--- src/rtl/pattern_scan_ctrl.sv ---
// pattern_scan_ctrl: accepts DATA_W-bit words over valid/ready and feeds them
// MSB-first through a PAT_W-bit history window. Each new bit is checked
// against a programmable pattern, with overlapping matches allowed. Each hit
// is reported with the index of the bit that completed it. Hits are also
// tallied in a saturating counter.
//
// state | meaning
// ------+------------------------------------------------------------
// IDLE  | waiting for a word; in_ready_o high
// SHIFT | consuming one bit per clock, MSB first, bit index counts down
// DONE  | single cycle with done_o high, then back to IDLE
module pattern_scan_ctrl #(
   parameter int PAT_W  = 4,
   parameter int DATA_W = 8,
   parameter int CNT_W  = 8
) (
   input  logic                      clk_i,
   input  logic                      rst_n_i,
   input  logic                      clr_i,
   input  logic [PAT_W-1:0]          pattern_i,
   input  logic                      in_valid_i,
   input  logic [DATA_W-1:0]         in_data_i,
   output logic                      in_ready_o,
   output logic                      busy_o,
   output logic                      hit_o,
   output logic [$clog2(DATA_W)-1:0] hit_pos_o,
   output logic                      done_o,
   output logic [CNT_W-1:0]          match_cnt_o,
   output logic                      cnt_sat_o
);

   localparam int IDX_W  = $clog2(DATA_W);
   localparam int SEEN_W = $clog2(PAT_W + 1);
   localparam logic [SEEN_W-1:0] SEEN_MAX = SEEN_W'(PAT_W);
   localparam logic [IDX_W-1:0]  IDX_LAST = IDX_W'(DATA_W - 1);

   typedef enum logic [1:0] {
      IDLE  = 2'd0,
      SHIFT = 2'd1,
      DONE  = 2'd2
   } state_t;

   state_t              state_q, state_d;
   logic [DATA_W-1:0]   shreg_q, shreg_d;
   logic [PAT_W-1:0]    pat_q, pat_d;
   logic [IDX_W-1:0]    idx_q, idx_d;
   logic [PAT_W-1:0]    hist_q, hist_d;
   logic [SEEN_W-1:0]   seen_q, seen_d;
   logic [CNT_W-1:0]    cnt_q, cnt_d;
   logic                hit_q, hit_d;
   logic [IDX_W-1:0]    pos_q, pos_d;
   logic                done_q, done_d;

   // State and datapath registers; history/seen persist across words so
   // matches can straddle a word boundary.
   always_ff @(posedge clk_i or negedge rst_n_i) begin
      if (!rst_n_i) begin
         state_q <= IDLE;
         shreg_q <= '0;
         pat_q   <= '0;
         idx_q   <= '0;
         hist_q  <= '0;
         seen_q  <= '0;
         cnt_q   <= '0;
         hit_q   <= 1'b0;
         pos_q   <= '0;
         done_q  <= 1'b0;
      end else begin
         state_q <= state_d;
         shreg_q <= shreg_d;
         pat_q   <= pat_d;
         idx_q   <= idx_d;
         hist_q  <= hist_d;
         seen_q  <= seen_d;
         cnt_q   <= cnt_d;
         hit_q   <= hit_d;
         pos_q   <= pos_d;
         done_q  <= done_d;
      end
   end

   // Next-state, bit shifting, hit detection and match counting; clr wins
   // over the match logic but leaves the word in progress untouched.
   always_comb begin
      state_d = state_q;
      shreg_d = shreg_q;
      pat_d   = pat_q;
      idx_d   = idx_q;
      hist_d  = hist_q;
      seen_d  = seen_q;
      cnt_d   = cnt_q;
      hit_d   = 1'b0;
      pos_d   = pos_q;
      done_d  = 1'b0;

      case (state_q)
         IDLE: begin
            if (in_valid_i) begin
               shreg_d = in_data_i;
               pat_d   = pattern_i;
               idx_d   = IDX_LAST;
               state_d = SHIFT;
            end
         end
         SHIFT: begin
            shreg_d = shreg_q << 1;
            hist_d  = {hist_q[PAT_W-2:0], shreg_q[DATA_W-1]};
            seen_d  = (seen_q == SEEN_MAX) ? seen_q : seen_q + 1'b1;
            if ((seen_d == SEEN_MAX) && (hist_d == pat_q)) begin
               hit_d = 1'b1;
               pos_d = idx_q;
            end
            if (idx_q == '0) begin
               state_d = DONE;
               done_d  = 1'b1;
            end else begin
               idx_d = idx_q - 1'b1;
            end
         end
         DONE: begin
            state_d = IDLE;
         end
         default: begin
            state_d = IDLE;
         end
      endcase

      if (hit_d && (cnt_q != '1)) begin
         cnt_d = cnt_q + 1'b1;
      end

      if (clr_i) begin
         hist_d = '0;
         seen_d = '0;
         cnt_d  = '0;
         hit_d  = 1'b0;
         pos_d  = pos_q;
      end
   end

   assign in_ready_o  = (state_q == IDLE);
   assign busy_o      = (state_q == SHIFT) || (state_q == DONE);
   assign hit_o       = hit_q;
   assign hit_pos_o   = pos_q;
   assign done_o      = done_q;
   assign match_cnt_o = cnt_q;
   assign cnt_sat_o   = &cnt_q;

endmodule
--- config.mk ---
export PLATFORM = sky130hd
export DESIGN_NAME = pattern_scan_ctrl
export DESIGN_NICKNAME = d
export VERILOG_FILES = /design/src/rtl/pattern_scan_ctrl.sv
export SDC_FILE = /design/constraint.sdc
export NUM_CORES = 1
export LEC_CHECK = 0
export BUFFER_PORTS_ARGS = -buffer_cell sky130_fd_sc_hd__buf_2
export CORE_UTILIZATION = 45
export DETAILED_ROUTE_END_ITERATION = 10
export PLACE_DENSITY_LB_ADDON = 0.05
export SYNTH_ARGS = -nofsm -noshare
export SYNTH_HDL_FRONTEND = slang
export SYNTH_SLANG_ARGS = --single-unit
--- constraint.sdc ---
create_clock -name clk_i -period 2.45 [get_ports clk_i]
set_input_delay 0.1225 -clock clk_i [delete_from_list [all_inputs] [get_ports clk_i]]
set_output_delay 0.1225 -clock clk_i [all_outputs]
set_load 0.05 [all_outputs]
### Word level (Yosys, flattened, before mapping)

Cells that the tools add are included.

* add/sub/neg operators: 3
* equal/unequal tests: 9
* mux-type cells: 20
* bitwise operators: 1
* reduce and logical (&&, ||, !) cells: 14

Operators by type and width (count)
* $mux W8: 3
* $mux W3: 7
* $pmux W8 S2: 1
* $add A8 B1 Y8 const B: 1
* $ne A8 B8 Y1 const B: 1
* $reduce_and A8 Y1: 1
* $eq A3 B3 Y1 const B: 2
* $ne A2 B2 Y1 const B: 3
* $pmux W3 S2: 1
* $reduce_and A2 Y1: 3
* $reduce_and A3 Y1: 2
* $reduce_bool A2 Y1: 3
* $mux W1: 5
* $eq A4 B4 Y1: 1
* $mux W2: 2
* $pmux W2 S2: 1
* $add A3 B1 Y3 const B: 1
* $logic_not A3 Y1: 1
* $sub A3 B1 Y3 const B: 1
* $eq A2 B1 Y1 const B: 1
* $eq A2 B2 Y1 const B: 1
* $logic_and A1 B1 Y1: 2
* $logic_not A2 Y1: 1
* $logic_or A1 B1 Y1: 1
* $not A1 Y1: 1

* register bits: 36
* logic and storage cells: 57

### Longest topological paths before layout

Gate-level depths: netlist (run 1).

* word-level depth: 9
* gate-level depth with buffers: 8
* depth with buffers taken out: 7

### Worst setup path after synthesis (run 1)

OpenSTA, ideal clock, no wires.

* path kind: flip-flop to flip-flop
* from: reg cnt_q[0] (netlist: match_cnt_o[0])
* to: reg cnt_q[6] (netlist: match_cnt_o[6])
* library setup time: 125 ps
* data arrival time: 2983 ps
* required time: 2325 ps
* slack: -658 ps
* stages on the path, launching flop included: 8
* path buffers: 1
* clock period less this slack: 3108 ps
* cell sequence: dfrtp_1 > ha_1 > nand3_2 > nor3_1 > or4_4 > buf_6 > nor3_1 > mux2_2

* word-level cells in the longest chain between the ends: 3

Ends and longest elaborated chain
* start, declared: line 49 `logic [CNT_W-1:0] cnt_q, cnt_d;`
* start signal, assigned: line 75 `cnt_q <= cnt_d;`
* $add A8 B1 Y8 or $ne A8 B8 Y1 (tied branches): line 129, 128
* $mux W8 or $logic_and A1 B1 Y1 (tied branches): line 128 `if (hit_d && (cnt_q != '1)) begin`
* $mux W8 or $reduce_bool A2 Y1 (tied branches)

Parallel ways exist; a longest one is shown, timed or not. The select of a mux whose other input is x is not followed.
A chain may end at the register's enable or synchronous reset.

### Worst setup path after layout (run 1)

* from: reg seen_q[0]
* to: reg cnt_q[7] (netlist: match_cnt_o[7])

* word-level cells in the longest chain between the ends: 8

Ends and longest elaborated chain
* start, declared: line 48 `logic [SEEN_W-1:0] seen_q, seen_d;`
* start signal, assigned: line 74 `seen_q <= seen_d;`
* $add A3 B1 Y3 or $eq A3 B3 Y1 (tied branches): line 108 `seen_d = (seen_q == SEEN_MAX) ? seen_q : seen_q + 1'b1;`
* $mux W3 *: line 108
* $eq A3 B3 Y1 *: line 109 `if ((seen_d == SEEN_MAX) && (hist_d == pat_q)) begin`
* $logic_and A1 B1 Y1 *: line 109
* $mux W1 *: line 109
* $mux W1 *: line 96 `case (state_q)`
* $logic_and A1 B1 Y1 *: line 128
* $reduce_bool A2 Y1 (no line) *

Every way passes the cells marked *; elsewhere a longest branch is shown, timed or not.

==> results of run 1 <==
==> cells in the mapped netlist, drive strengths merged <==
master,n
clkbuf,4
o21ai,13
or3,3
and3,1
ha,7
nor3,4
xnor2,7
buf,2
inv,9
o31ai,2
mux2,8
mux2i,12
a21oi,14
nand3,3
nand2b,3
nand4,1
and2,1
nand3b,1
nor4,1
or4,3
nor2,16
o2111ai,1
dfrtp,36
nor2b,4
nor3b,2
nand2,18
==> through the flow <==
step	util, %	TNS [ns]	worst slack, ns	total power [mW]
2_1_floorplan	-	0	0.0650	1.51
3_3_place_gp	54.1	0	0.233	1.66
3_5_place_dp	54.1	0	0.125	1.71
4_1_cts	57.3	0	0.109	2.24
5_1_grt	58.5	-0.00885	-0.00590	2.43
6_report	58.5	0	0.101	2.26
==> how the worst max path moves through the flow <==
stage | start | endpoint | slack (ns) | depth (start not counted)
3_3_place_gp | seen_q[0] | match_cnt_o[7] | 0.23 | 7
6_report | seen_q[0] | match_cnt_o[7] | 0.10 | 7
3_5_place_dp | seen_q[0] | match_cnt_o[7] | 0.12 | 7
4_1_cts | seen_q[0] | match_cnt_o[7] | 0.11 | 7
5_1_grt | seen_q[0] | match_cnt_o[6] | -0.006 | 7
2_1_floorplan | match_cnt_o[0] | match_cnt_o[5] | 0.06 | 7
==> power by group <==
| group | internal (mW) | switching [mW] | total [mW] |
|---|---|---|---|
| registers | 0.748 | 0.119 | 0.868 |
| clock network | 0.301 | 0.215 | 0.516 |
| logic | 0.379 | 0.497 | 0.876 |
==> logic make-up (layout without fill, tap and decap cells) <==
logic type / Yosys count / count (layout) / share of synthesized area, %
and+or+nand+nor: 61 / 62 / 17.2
DFF: 36 / 36 / 49.6
AOI/OAI and AO/OA: 30 / 30 / 8.74
muxes: 20 / 20 / 11.6
buffers and inverters: 15 / 53 / 3.51
adders and majority gates: 7 / 7 / 4.82
xor gates and xnor gates: 7 / 7 / 4.61
==> state kept, by name (all words and copies together), names as in the netlist <==
register and count:
match_cnt_o 8, shreg_q 8, pat_q 4, hist_q 3, hit_pos_o 3, idx_q 3, seen_q 3, state_q 2
done_o 1, hit_o 1
==> repair_timing <==
action,CTS,global route
setup endpoints to repair,0,3
setup buffers,0,1
gates resized for setup,0,6
hold endpoints to repair,36,0
hold buffers,1,0
==> worst register-to-register path, cell delays in order (launching register included) <==
cell                        delay (ns)
sky130_fd_sc_hd__dfrtp_1          0.40
sky130_fd_sc_hd__buf_4            0.14
sky130_fd_sc_hd__ha_1             0.22
sky130_fd_sc_hd__nand3b_1         0.12
sky130_fd_sc_hd__o2111ai_2        0.15
sky130_fd_sc_hd__or4_4            0.58
sky130_fd_sc_hd__or4_1            0.52
sky130_fd_sc_hd__a21oi_1          0.14
==> routing by layer <==
| metal | global-route usage [%] | vias to the layer above | part of all wire, % |
|---|---|---|---|
| met5 | 0 | - | 0 |
| met4 | 8.97 | 0 | 1.5 |
| met3 | 4.51 | 7 | 3.9 |
| met2 | 32.2 | 28 | 52 |
| met1 | 19.5 | 677 | 42 |
| li1 | - | 686 | - |
==> area by class of cell <==
class	instances	area [µm²]	share of cell area (%)
well taps	48	60.1	2.72
repair buffers	36	195	8.85
clock buffers	5	68.8	3.12
flip-flops and latches	36	903	41.0
multi-input cells	126	902	40.9
clock inverters	3	42.5	1.93
inverters	9	33.8	1.53
==> metrics.txt, run 1 <==
# TYPE chip_impl_metric gauge
chip_impl_metric{name="cts_buffer_depth",unit=""} 2
chip_impl_metric{name="grt-ovfl-total",unit=""} 0
chip_impl_info{name="min_path_type",value="in -> reg"} 1
chip_impl_metric{name="r2r_setup_slack",unit="ns"} 0.10
chip_impl_metric{name="timing.critical_path.arrival",unit="ns"} 2.56
chip_impl_info{name="setup_repair_after_global_routing_missed_its_margin",value="yes"} 1
chip_impl_metric{name="clkSinkCount",unit=""} 36
chip_impl_metric{name="placement_rows",unit=""} 22
chip_impl_metric{name="drc",unit=""} 0
chip_impl_metric{name="postSynthNetCount",unit=""} 199
chip_impl_info{name="yosysTopAreaCell",value="sky130_fd_sc_hd__dfrtp_1"} 1
chip_impl_metric{name="wl_per_cell",unit="µm"} 13.3
chip_impl_info{name="beginning_of_the_worst_hold_path",value="pattern_i[3]"} 1
chip_impl_metric{name="cts_buffers",unit=""} 5
chip_impl_metric{name="routabilityCongestion",unit=""} 0.721
chip_impl_info{name="critical-path-slowest-cell",value="sky130_fd_sc_hd__or4_4"} 1
chip_impl_metric{name="totalWireLength",unit="µm"} 3500
chip_impl_metric{name="dpl.hpwl",unit="µm"} 2420
chip_impl_metric{name="register_to_register_path_depth",unit=""} 7
chip_impl_metric{name="total_leakage_power",unit="nW"} 1.05
chip_impl_metric{name="timing.final.crit_share",unit="%"} 95.9
chip_impl_metric{name="final_design_area_no_fill",unit="mm²"} 0.00221
chip_impl_metric{name="num_vias",unit=""} 1398
chip_impl_info{name="synth.top_cells.by_area",value="sky130_fd_sc_hd__dfrtp_1 (50%), sky130_fd_sc_hd__mux2i_1 (6.6%), sky130_fd_sc_hd__mux2_2 (5.0%)"} 1
chip_impl_metric{name="synth_area",unit="mm²"} 0.00182
chip_impl_info{name="worstPathCellList",value="buf_4, ha_1, nand3b_1, o2111ai_2, or4_4, or4_1, a21oi_1"} 1
chip_impl_metric{name="peakVddDrop",unit="mV"} 0.746
chip_impl_metric{name="setup_viol",unit=""} 0
chip_impl_metric{name="die_x",unit="µm"} 65.6
chip_impl_metric{name="placed_area",unit="mm²"} 0.00204
chip_impl_info{name="layout_commonest_cell",value="sky130_fd_sc_hd__dfrtp_1"} 1
chip_impl_metric{name="critPathMaxFanout",unit=""} 6
chip_impl_info{name="status",value="completed"} 1
chip_impl_metric{name="antenna_cells",unit=""} 0
chip_impl_metric{name="min_tclk_post_route",unit="ns"} 2.35
chip_impl_info{name="tritoncts_clock_tree",value="done"} 1
chip_impl_metric{name="initial_core_utilization",unit="%"} 48.2
chip_impl_metric{name="largest_net_degree_at_the_start_of_global_routing",unit=""} 37
chip_impl_metric{name="design.die.area",unit="mm²"} 0.00430
chip_impl_metric{name="postSynthCellCount",unit=""} 176
chip_impl_metric{name="post_layout_nonfiller_instances",unit=""} 263
chip_impl_info{name="worst_reg2reg_startpoint",value="seen_q[0]"} 1
chip_impl_info{name="worstReg2RegEnd",value="match_cnt_o[7]"} 1
chip_impl_info{name="endpoint_kind",value="flop"} 1
chip_impl_metric{name="finalHoldWorstSlack",unit="ns"} 0.0644
chip_impl_info{name="crit_path_start_kind",value="flop"} 1
chip_impl_info{name="hold-path-endpoint",value="pat_q[3]"} 1
chip_impl_info{name="worstSetupPathType",value="reg -> reg"} 1
chip_impl_metric{name="count_of_antenna_violating_nets_left_after_detailed_routing",unit=""} 0
chip_impl_metric{name="mean_number_of_vias_per_cell",unit=""} 5.32
chip_impl_metric{name="worst-path-buf-inv",unit=""} 1
chip_impl_metric{name="cts_htree_levels",unit=""} 2
chip_impl_metric{name="critical_path.max_stage_delay",unit="ns"} 0.58
chip_impl_metric{name="drt_iter0_markers",unit=""} 45
chip_impl_metric{name="postSynthAreaPerCell",unit="µm²"} 10.3
chip_impl_info{name="clockRootBuffer",value="sky130_fd_sc_hd__clkbuf_8"} 1
chip_impl_metric{name="fill_cells",unit=""} 353
chip_impl_metric{name="worst-endpoint-required",unit="ns"} 2.66
chip_impl_metric{name="port_buffer_cells",unit=""} 31
chip_impl_metric{name="grt_use_total",unit="%"} 18.0
chip_impl_metric{name="ios",unit=""} 32
chip_impl_info{name="path_delay_family",value="simple AND/OR/NAND/NOR gates"} 1
chip_impl_metric{name="grt_antenna_before_repair",unit=""} 0
chip_impl_metric{name="core_area",unit="mm²"} 0.00377
chip_impl_metric{name="yosys_warnings",unit=""} 0
chip_impl_metric{name="hold_path_depth",unit=""} 2
chip_impl_metric{name="chipHeight",unit="µm"} 65.6
chip_impl_metric{name="flow.area_growth_from_synthesis",unit="%"} 21.3
chip_impl_metric{name="ys_seq_elements",unit=""} 36
chip_impl_metric{name="worst-slew-pin-transition",unit="ns"} 0.815
chip_impl_metric{name="post_route_cells_drive_above_1_share",unit="%"} 32.6
chip_impl_metric{name="clk_lat_worst_skew",unit="ns"} 0.28
chip_impl_metric{name="placed_cell_count",unit=""} 252
chip_impl_metric{name="vias_in_the_first_global_route",unit=""} 1363
chip_impl_metric{name="report.final.slew_viol_count",unit=""} 0
chip_impl_metric{name="yosys.area.top_type_share",unit="%"} 49.6
chip_impl_metric{name="layout.nets",unit=""} 237
chip_impl_metric{name="yosysUniqueCellTypes",unit=""} 31
chip_impl_metric{name="first_pass_grt_wire_length",unit="µm"} 5810
chip_impl_metric{name="ys_seq_area_share",unit="%"} 49.6
chip_impl_metric{name="worst_slew_margin_rel",unit="%"} 45.6
chip_impl_info{name="final_cell_mix",value="sky130_fd_sc_hd__dfrtp_1 (34), sky130_fd_sc_hd__buf_2 (31), sky130_fd_sc_hd__nand2_1 (18)"} 1
chip_impl_metric{name="powerDensity",unit="mW/mm²"} 1020
chip_impl_metric{name="detail_route.first_pass.iterations",unit=""} 4
chip_impl_metric{name="max_freq",unit="MHz"} 426
chip_impl_metric{name="finalHoldViolations",unit=""} 0
chip_impl_metric{name="clock_slew_at_reported_path_ffs",unit="ns"} 0.08
chip_impl_metric{name="clock-skew-final",unit="ns"} 0.00474
chip_impl_metric{name="drv_cap",unit=""} 0
(Power assumes the default switching activity.)
==> inputs of run 2 (changes only) <==
Settings changed: CORE_ASPECT_RATIO set to 2.
==> run 2 against run 1 <==
Against the previous run: clock skew up 0.0012 ns; cell area is 0.96% lower; total power down 3.7%; largest power group unchanged.
==> metrics.txt, run 2 (synthesized netlist as in run 1, its figures left out) <==
# TYPE chip_impl_metric gauge
chip_impl_metric{name="clk_lat_worst_skew",unit="ns"} 0.28
chip_impl_metric{name="port_buffer_cells",unit=""} 31
chip_impl_metric{name="comb_power_share",unit="%"} 40.3
chip_impl_metric{name="largest_net_degree_at_the_start_of_global_routing",unit=""} 37
chip_impl_metric{name="placed_cell_count",unit=""} 255
chip_impl_info{name="worstReg2RegEnd",value="match_cnt_o[4]"} 1
chip_impl_metric{name="worst_slew_margin_rel",unit="%"} 46.8
chip_impl_info{name="clockRootBuffer",value="sky130_fd_sc_hd__clkbuf_8"} 1
chip_impl_metric{name="power.clock.fraction",unit="%"} 19.8
chip_impl_metric{name="worst-endpoint-required",unit="ns"} 2.66
chip_impl_info{name="min_path_type",value="in -> reg"} 1
chip_impl_metric{name="critPathMaxFanout",unit=""} 6
chip_impl_metric{name="fill_cells",unit=""} 379
chip_impl_metric{name="timing.critical_path.arrival",unit="ns"} 2.63
chip_impl_metric{name="setup_viol",unit=""} 0
chip_impl_metric{name="die_x",unit="µm"} 46.9
chip_impl_metric{name="worst_slack",unit="ns"} 0.0302
chip_impl_metric{name="post_route_cells_drive_above_1_share",unit="%"} 31.0
chip_impl_metric{name="total_leakage_power",unit="nW"} 1.05
chip_impl_info{name="status",value="completed"} 1
chip_impl_metric{name="timing.final.crit_share",unit="%"} 98.8
chip_impl_metric{name="drc",unit=""} 0
chip_impl_metric{name="mean_number_of_vias_per_cell",unit=""} 5.31
chip_impl_metric{name="clkSinkCount",unit=""} 36
chip_impl_metric{name="dpl.hpwl",unit="µm"} 2670
chip_impl_metric{name="grt_use_total",unit="%"} 19.2
chip_impl_metric{name="layout.nets",unit=""} 238
chip_impl_metric{name="dpl_worst_slack",unit="ns"} 0.112
chip_impl_metric{name="placement_rows",unit=""} 32
chip_impl_metric{name="max_freq",unit="MHz"} 413
chip_impl_metric{name="switchingPower",unit="mW"} 0.820
chip_impl_metric{name="detail_route.first_pass.iterations",unit=""} 4
chip_impl_metric{name="register_to_register_path_depth",unit=""} 8
chip_impl_info{name="final_cell_mix",value="sky130_fd_sc_hd__dfrtp_1 (34), sky130_fd_sc_hd__buf_2 (31), sky130_fd_sc_hd__nand2_1 (18)"} 1
chip_impl_info{name="worstSetupPathType",value="reg -> reg"} 1
chip_impl_metric{name="ios",unit=""} 32
chip_impl_metric{name="core_area",unit="mm²"} 0.00384
chip_impl_metric{name="first_pass_grt_wire_length",unit="µm"} 5910
chip_impl_info{name="worst_reg2reg_startpoint",value="seen_q[0]"} 1
chip_impl_metric{name="totalWireLength",unit="µm"} 3750
chip_impl_info{name="crit_path_start_kind",value="flop"} 1
chip_impl_info{name="tritoncts_clock_tree",value="done"} 1
chip_impl_metric{name="initial_core_utilization",unit="%"} 47.3
chip_impl_info{name="beginning_of_the_worst_hold_path",value="pattern_i[3]"} 1
chip_impl_metric{name="clock-skew-final",unit="ns"} 0.00599
chip_impl_metric{name="finalHoldViolations",unit=""} 0
chip_impl_metric{name="num_vias",unit=""} 1418
chip_impl_metric{name="intPower",unit="mW"} 1.36
chip_impl_metric{name="hold_path_depth",unit=""} 2
chip_impl_info{name="hold-path-endpoint",value="pat_q[3]"} 1
chip_impl_metric{name="vias_in_the_first_global_route",unit=""} 1392
chip_impl_metric{name="cts_buffers",unit=""} 5
chip_impl_info{name="layout_commonest_cell",value="sky130_fd_sc_hd__dfrtp_1"} 1
chip_impl_info{name="setup_repair_after_global_routing_missed_its_margin",value="no"} 1
chip_impl_metric{name="powerDensity",unit="mW/mm²"} 996
chip_impl_metric{name="post_layout_nonfiller_instances",unit=""} 267
chip_impl_metric{name="post-route-util",unit="%"} 56.8
chip_impl_metric{name="flow.area_growth_from_synthesis",unit="%"} 20.2
chip_impl_metric{name="peakVddDrop",unit="mV"} 0.846
chip_impl_metric{name="chipHeight",unit="µm"} 91.9
chip_impl_info{name="endpoint_kind",value="flop"} 1
chip_impl_metric{name="report.final.slew_viol_count",unit=""} 0
chip_impl_metric{name="drt_iter0_markers",unit=""} 20
chip_impl_metric{name="cts_htree_levels",unit=""} 2
chip_impl_metric{name="wl_per_cell",unit="µm"} 14.0
chip_impl_metric{name="switching_share",unit="%"} 37.7
chip_impl_metric{name="routabilityCongestion",unit=""} 0.701
chip_impl_metric{name="worst-slew-pin-transition",unit="ns"} 0.798
chip_impl_metric{name="clock_slew_at_reported_path_ffs",unit="ns"} 0.07
chip_impl_metric{name="antenna_cells",unit=""} 0
chip_impl_metric{name="grt_antenna_before_repair",unit=""} 0
chip_impl_metric{name="min_tclk_post_route",unit="ns"} 2.42
chip_impl_metric{name="final.setup.tns",unit="ns"} 0
chip_impl_metric{name="grt-ovfl-total",unit=""} 0
chip_impl_metric{name="drv_cap",unit=""} 0
chip_impl_metric{name="seq_power_share",unit="%"} 39.9
chip_impl_metric{name="count_of_antenna_violating_nets_left_after_detailed_routing",unit=""} 0
chip_impl_metric{name="design.die.area",unit="mm²"} 0.00431
chip_impl_metric{name="r2r_setup_slack",unit="ns"} 0.03
chip_impl_metric{name="cts_buffer_depth",unit=""} 2
chip_impl_metric{name="finalHoldWorstSlack",unit="ns"} 0.0735
## run 2: cell count changes in the layout (fill, tap and decap cells not counted)
cell,change
sky130_fd_sc_hd__clkbuf_1,+2
sky130_fd_sc_hd__o2111ai_2,-1
sky130_fd_sc_hd__bufinv_16,-1
sky130_fd_sc_hd__clkinv_2,-1
sky130_fd_sc_hd__or4_1,+1
sky130_fd_sc_hd__buf_4,+2
sky130_fd_sc_hd__or4_4,-1
sky130_fd_sc_hd__o2111ai_1,+1
sky130_fd_sc_hd__or4_2,-1
sky130_fd_sc_hd__clkbuf_8,+1
sky130_fd_sc_hd__clkinvlp_4,-1
## run 2: timing repair
action                                  in CTS  in global routing
hold buffers                                 1                  0
setup buffers                                0                  3
resized for setup                            0                  6
hold endpoints to repair                    36                  0
endpoints found under the setup margin       0                  2
## run 2: power by group through the flow
stage | logic, mW | clock network (mW) | registers (mW)
2_1_floorplan | 0.654 | 0 | 0.860
3_3_place_gp | 0.805 | 0 | 0.868
3_5_place_dp | 0.842 | 0 | 0.879
4_1_cts | 0.844 | 0.443 | 0.868
5_1_grt | 0.972 | 0.477 | 0.886
6_report | 0.878 | 0.430 | 0.868
## run 2: area by class of cell
type	instances	area [µm²]	area share, %
repair buffers	38	210	9.62
well taps	51	63.8	2.92
inverters	9	33.8	1.55
flip-flops and latches	36	903	41.4
multi-input cells	125	883	40.4
clock buffers	8	90.1	4.12
## run 2: worst max-delay path by stage
stage	from	end	slack, ns
global route	seen_q[0]	match_cnt_o[4]	0.005
floorplan	match_cnt_o[0]	match_cnt_o[5]	0.06
global placement	seen_q[0]	match_cnt_o[5]	0.23
finish	seen_q[0]	match_cnt_o[4]	0.03
CTS	seen_q[0]	match_cnt_o[5]	0.09
detailed placement	seen_q[0]	match_cnt_o[5]	0.11
## run 2: metrics by stage
| stage | power, mW | cell area [µm²] |
|---|---|---|
| 6_report | 2.18 | 2180 |
| 5_1_grt | 2.33 | 2180 |
| 4_1_cts | 2.16 | 2140 |
| 3_5_place_dp | 1.72 | 2040 |
| 3_3_place_gp | 1.67 | 2040 |
| 2_1_floorplan | 1.51 | 1830 |
## run 2: critical path, cell delays in order (launching register included)
cell and delay, ns:
sky130_fd_sc_hd__dfrtp_1 0.39, sky130_fd_sc_hd__buf_4 0.14, sky130_fd_sc_hd__ha_1 0.22, sky130_fd_sc_hd__nand3b_1 0.11
sky130_fd_sc_hd__o2111ai_1 0.15, sky130_fd_sc_hd__or4_4 0.59, sky130_fd_sc_hd__buf_4 0.18, sky130_fd_sc_hd__or3_2 0.42
sky130_fd_sc_hd__a21oi_2 0.15
## run 2: metal layers
layer / track usage (%) / routed length, µm / vias to the layer above
li1: - / - / 679
met1: 18.4 / 1420 / 693
met2: 36.6 / 2140 / 39
met3: 3.54 / 125 / 7
met4: 7.14 / 68 / 0
met5: 0 / 0 / -
==> inputs of run 3 (changes only) <==
Settings changed: GPL_TIMING_DRIVEN set to 0.
==> run 3 against run 2 <==
Against the previous run: critical path depth is the same; cell count stayed put; clock-buffer cell count is 3 lower; critical path type unchanged; largest cell class unchanged.
==> metrics.txt, run 3 (synthesized netlist as in run 1, its figures left out) <==
# TYPE chip_impl_metric gauge
chip_impl_metric{name="clock_slew_at_reported_path_ffs",unit="ns"} 0.08
chip_impl_metric{name="final.setup.tns",unit="ns"} 0
chip_impl_metric{name="max_freq",unit="MHz"} 425
chip_impl_info{name="setup_repair_after_global_routing_missed_its_margin",value="no"} 1
chip_impl_metric{name="layout.nets",unit=""} 238
chip_impl_metric{name="worst-slew-pin-transition",unit="ns"} 0.805
chip_impl_metric{name="routabilityCongestion",unit=""} 0.712
chip_impl_metric{name="clock-skew-final",unit="ns"} 0.00902
chip_impl_metric{name="cts_htree_levels",unit=""} 2
chip_impl_metric{name="flow.area_growth_from_synthesis",unit="%"} 22.6
chip_impl_metric{name="grt_use_total",unit="%"} 19.9
chip_impl_metric{name="totalWireLength",unit="µm"} 3720
chip_impl_metric{name="design.die.area",unit="mm²"} 0.00431
chip_impl_metric{name="count_of_antenna_violating_nets_left_after_detailed_routing",unit=""} 0
chip_impl_metric{name="worst_slew_margin_rel",unit="%"} 46.3
chip_impl_metric{name="drc",unit=""} 0
chip_impl_metric{name="antenna_cells",unit=""} 0
chip_impl_metric{name="ios",unit=""} 32
chip_impl_metric{name="placement_rows",unit=""} 32
chip_impl_info{name="layout_commonest_cell",value="sky130_fd_sc_hd__dfrtp_1"} 1
chip_impl_metric{name="clk_lat_worst_skew",unit="ns"} 0.29
chip_impl_info{name="worstSetupPathType",value="reg -> reg"} 1
chip_impl_metric{name="critPathMaxFanout",unit=""} 10
chip_impl_metric{name="first_pass_grt_wire_length",unit="µm"} 6110
chip_impl_metric{name="dpl.hpwl",unit="µm"} 2790
chip_impl_metric{name="cts_buffer_depth",unit=""} 2
chip_impl_metric{name="powerDensity",unit="mW/mm²"} 1090
chip_impl_info{name="tritoncts_clock_tree",value="done"} 1
chip_impl_metric{name="chipHeight",unit="µm"} 91.9
chip_impl_metric{name="report.final.slew_viol_count",unit=""} 0
chip_impl_metric{name="worst-endpoint-required",unit="ns"} 2.67
chip_impl_metric{name="wl_per_cell",unit="µm"} 13.9
chip_impl_metric{name="total_leakage_power",unit="nW"} 1.07
chip_impl_metric{name="post_route_cells_drive_above_1_share",unit="%"} 29.2
chip_impl_metric{name="detail_route.first_pass.iterations",unit=""} 4
chip_impl_metric{name="grt_antenna_before_repair",unit=""} 0
chip_impl_metric{name="grt-ovfl-total",unit=""} 0
chip_impl_metric{name="initial_core_utilization",unit="%"} 47.3
chip_impl_metric{name="timing.critical_path.arrival",unit="ns"} 2.57
chip_impl_info{name="final_cell_mix",value="sky130_fd_sc_hd__dfrtp_1 (34), sky130_fd_sc_hd__buf_2 (30), sky130_fd_sc_hd__nand2_1 (18)"} 1
chip_impl_metric{name="die_x",unit="µm"} 46.9
chip_impl_info{name="min_path_type",value="in -> reg"} 1
chip_impl_info{name="crit_path_start_kind",value="flop"} 1
chip_impl_metric{name="register_to_register_path_depth",unit=""} 8
chip_impl_metric{name="cts_buffers",unit=""} 5
chip_impl_info{name="clockRootBuffer",value="sky130_fd_sc_hd__clkbuf_8"} 1
chip_impl_metric{name="finalHoldViolations",unit=""} 0
chip_impl_metric{name="min_tclk_post_route",unit="ns"} 2.36
chip_impl_metric{name="peakVddDrop",unit="mV"} 0.920
chip_impl_metric{name="hold_path_depth",unit=""} 2
chip_impl_info{name="status",value="completed"} 1
chip_impl_metric{name="setup_viol",unit=""} 0
chip_impl_metric{name="timing.final.crit_share",unit="%"} 96.1
chip_impl_metric{name="num_vias",unit=""} 1386
chip_impl_metric{name="vias_in_the_first_global_route",unit=""} 1392
chip_impl_metric{name="drt_iter0_markers",unit=""} 31
chip_impl_info{name="endpoint_kind",value="flop"} 1
chip_impl_metric{name="drv_cap",unit=""} 0
chip_impl_metric{name="mean_number_of_vias_per_cell",unit=""} 5.19
chip_impl_metric{name="core_area",unit="mm²"} 0.00384
chip_impl_metric{name="port_buffer_cells",unit=""} 30
chip_impl_metric{name="finalHoldWorstSlack",unit="ns"} 0.0587
chip_impl_metric{name="clkSinkCount",unit=""} 36
chip_impl_metric{name="largest_net_degree_at_the_start_of_global_routing",unit=""} 37
run 3: final cells by class:
| type | instances | area [µm²] |
|---|---|---|
| fill | 358 | 1620 |
| sequential | 36 | 903 |
| multi-input combinational | 125 | 871 |
| timing repair buffer | 32 | 168 |
| clock inverter | 3 | 90.1 |
| clock buffer | 5 | 68.8 |
| tap | 51 | 63.8 |
| inverter | 9 | 33.8 |
| buffer | 6 | 30.0 |
run 3: critical path: stages, from the launching register on:
cell	delay [ns]
sky130_fd_sc_hd__dfrtp_1	0.37
sky130_fd_sc_hd__inv_2	0.06
sky130_fd_sc_hd__ha_1	0.32
sky130_fd_sc_hd__nor2b_2	0.13
sky130_fd_sc_hd__o2111ai_1	0.14
sky130_fd_sc_hd__or4_4	0.45
sky130_fd_sc_hd__buf_6	0.15
sky130_fd_sc_hd__or4_1	0.52
sky130_fd_sc_hd__a21oi_2	0.14
run 3: power by group:
group / internal, mW / switching (mW)
clock network: 0.509 / 0.217
registers: 0.749 / 0.119
logic: 0.350 / 0.489
total: 1.61 / 0.825
run 3: layer usage:
| metal | global-route usage, % | up-vias | wire (µm) |
|---|---|---|---|
| met1 | 20.2 | 665 | 1390 |
| li1 | - | 680 | - |
| met5 | 0 | - | 0 |
| met3 | 3.74 | 6 | 137 |
| met2 | 36.7 | 35 | 2120 |
| met4 | 7.62 | 0 | 70 |
run 3: through the flow:
step	power [mW]	instance area, µm²	instances	utilization [%]	worst slack, ns
6_report	2.43	2230	267	58.0	0.0947
5_1_grt	2.59	2230	267	58.0	0.0112
4_1_cts	2.44	2210	266	57.6	0.0501
3_5_place_dp	1.71	2050	257	53.2	0.0665
3_3_place_gp	1.68	2050	257	53.2	0.0910
2_1_floorplan	1.51	1830	176	-	0.0650
run 3: path summary, 6_finish.rpt:
path | from | end | slack [ns]
min in group asynchronous | rst_n_i | match_cnt_o[0] | 0.47
setup reg to reg | seen_q[0] | match_cnt_o[5] | 0.09
setup / recovery | seen_q[0] | match_cnt_o[5] | 0.09
hold / removal | pattern_i[3] | pat_q[3] | 0.06
max in group asynchronous | rst_n_i | match_cnt_o[1] | 1.44
hold reg to reg | shreg_q[5] | shreg_q[5] | 0.49
run 3: repair_timing:
| action | in CTS | in global routing |
|---|---|---|
| setup buffers | 0 | 1 |
| hold buffers | 1 | 0 |
| gates resized for setup | 0 | 3 |
| endpoints found under the setup margin | 0 | 1 |
| endpoints found under the hold margin | 36 | 0 |
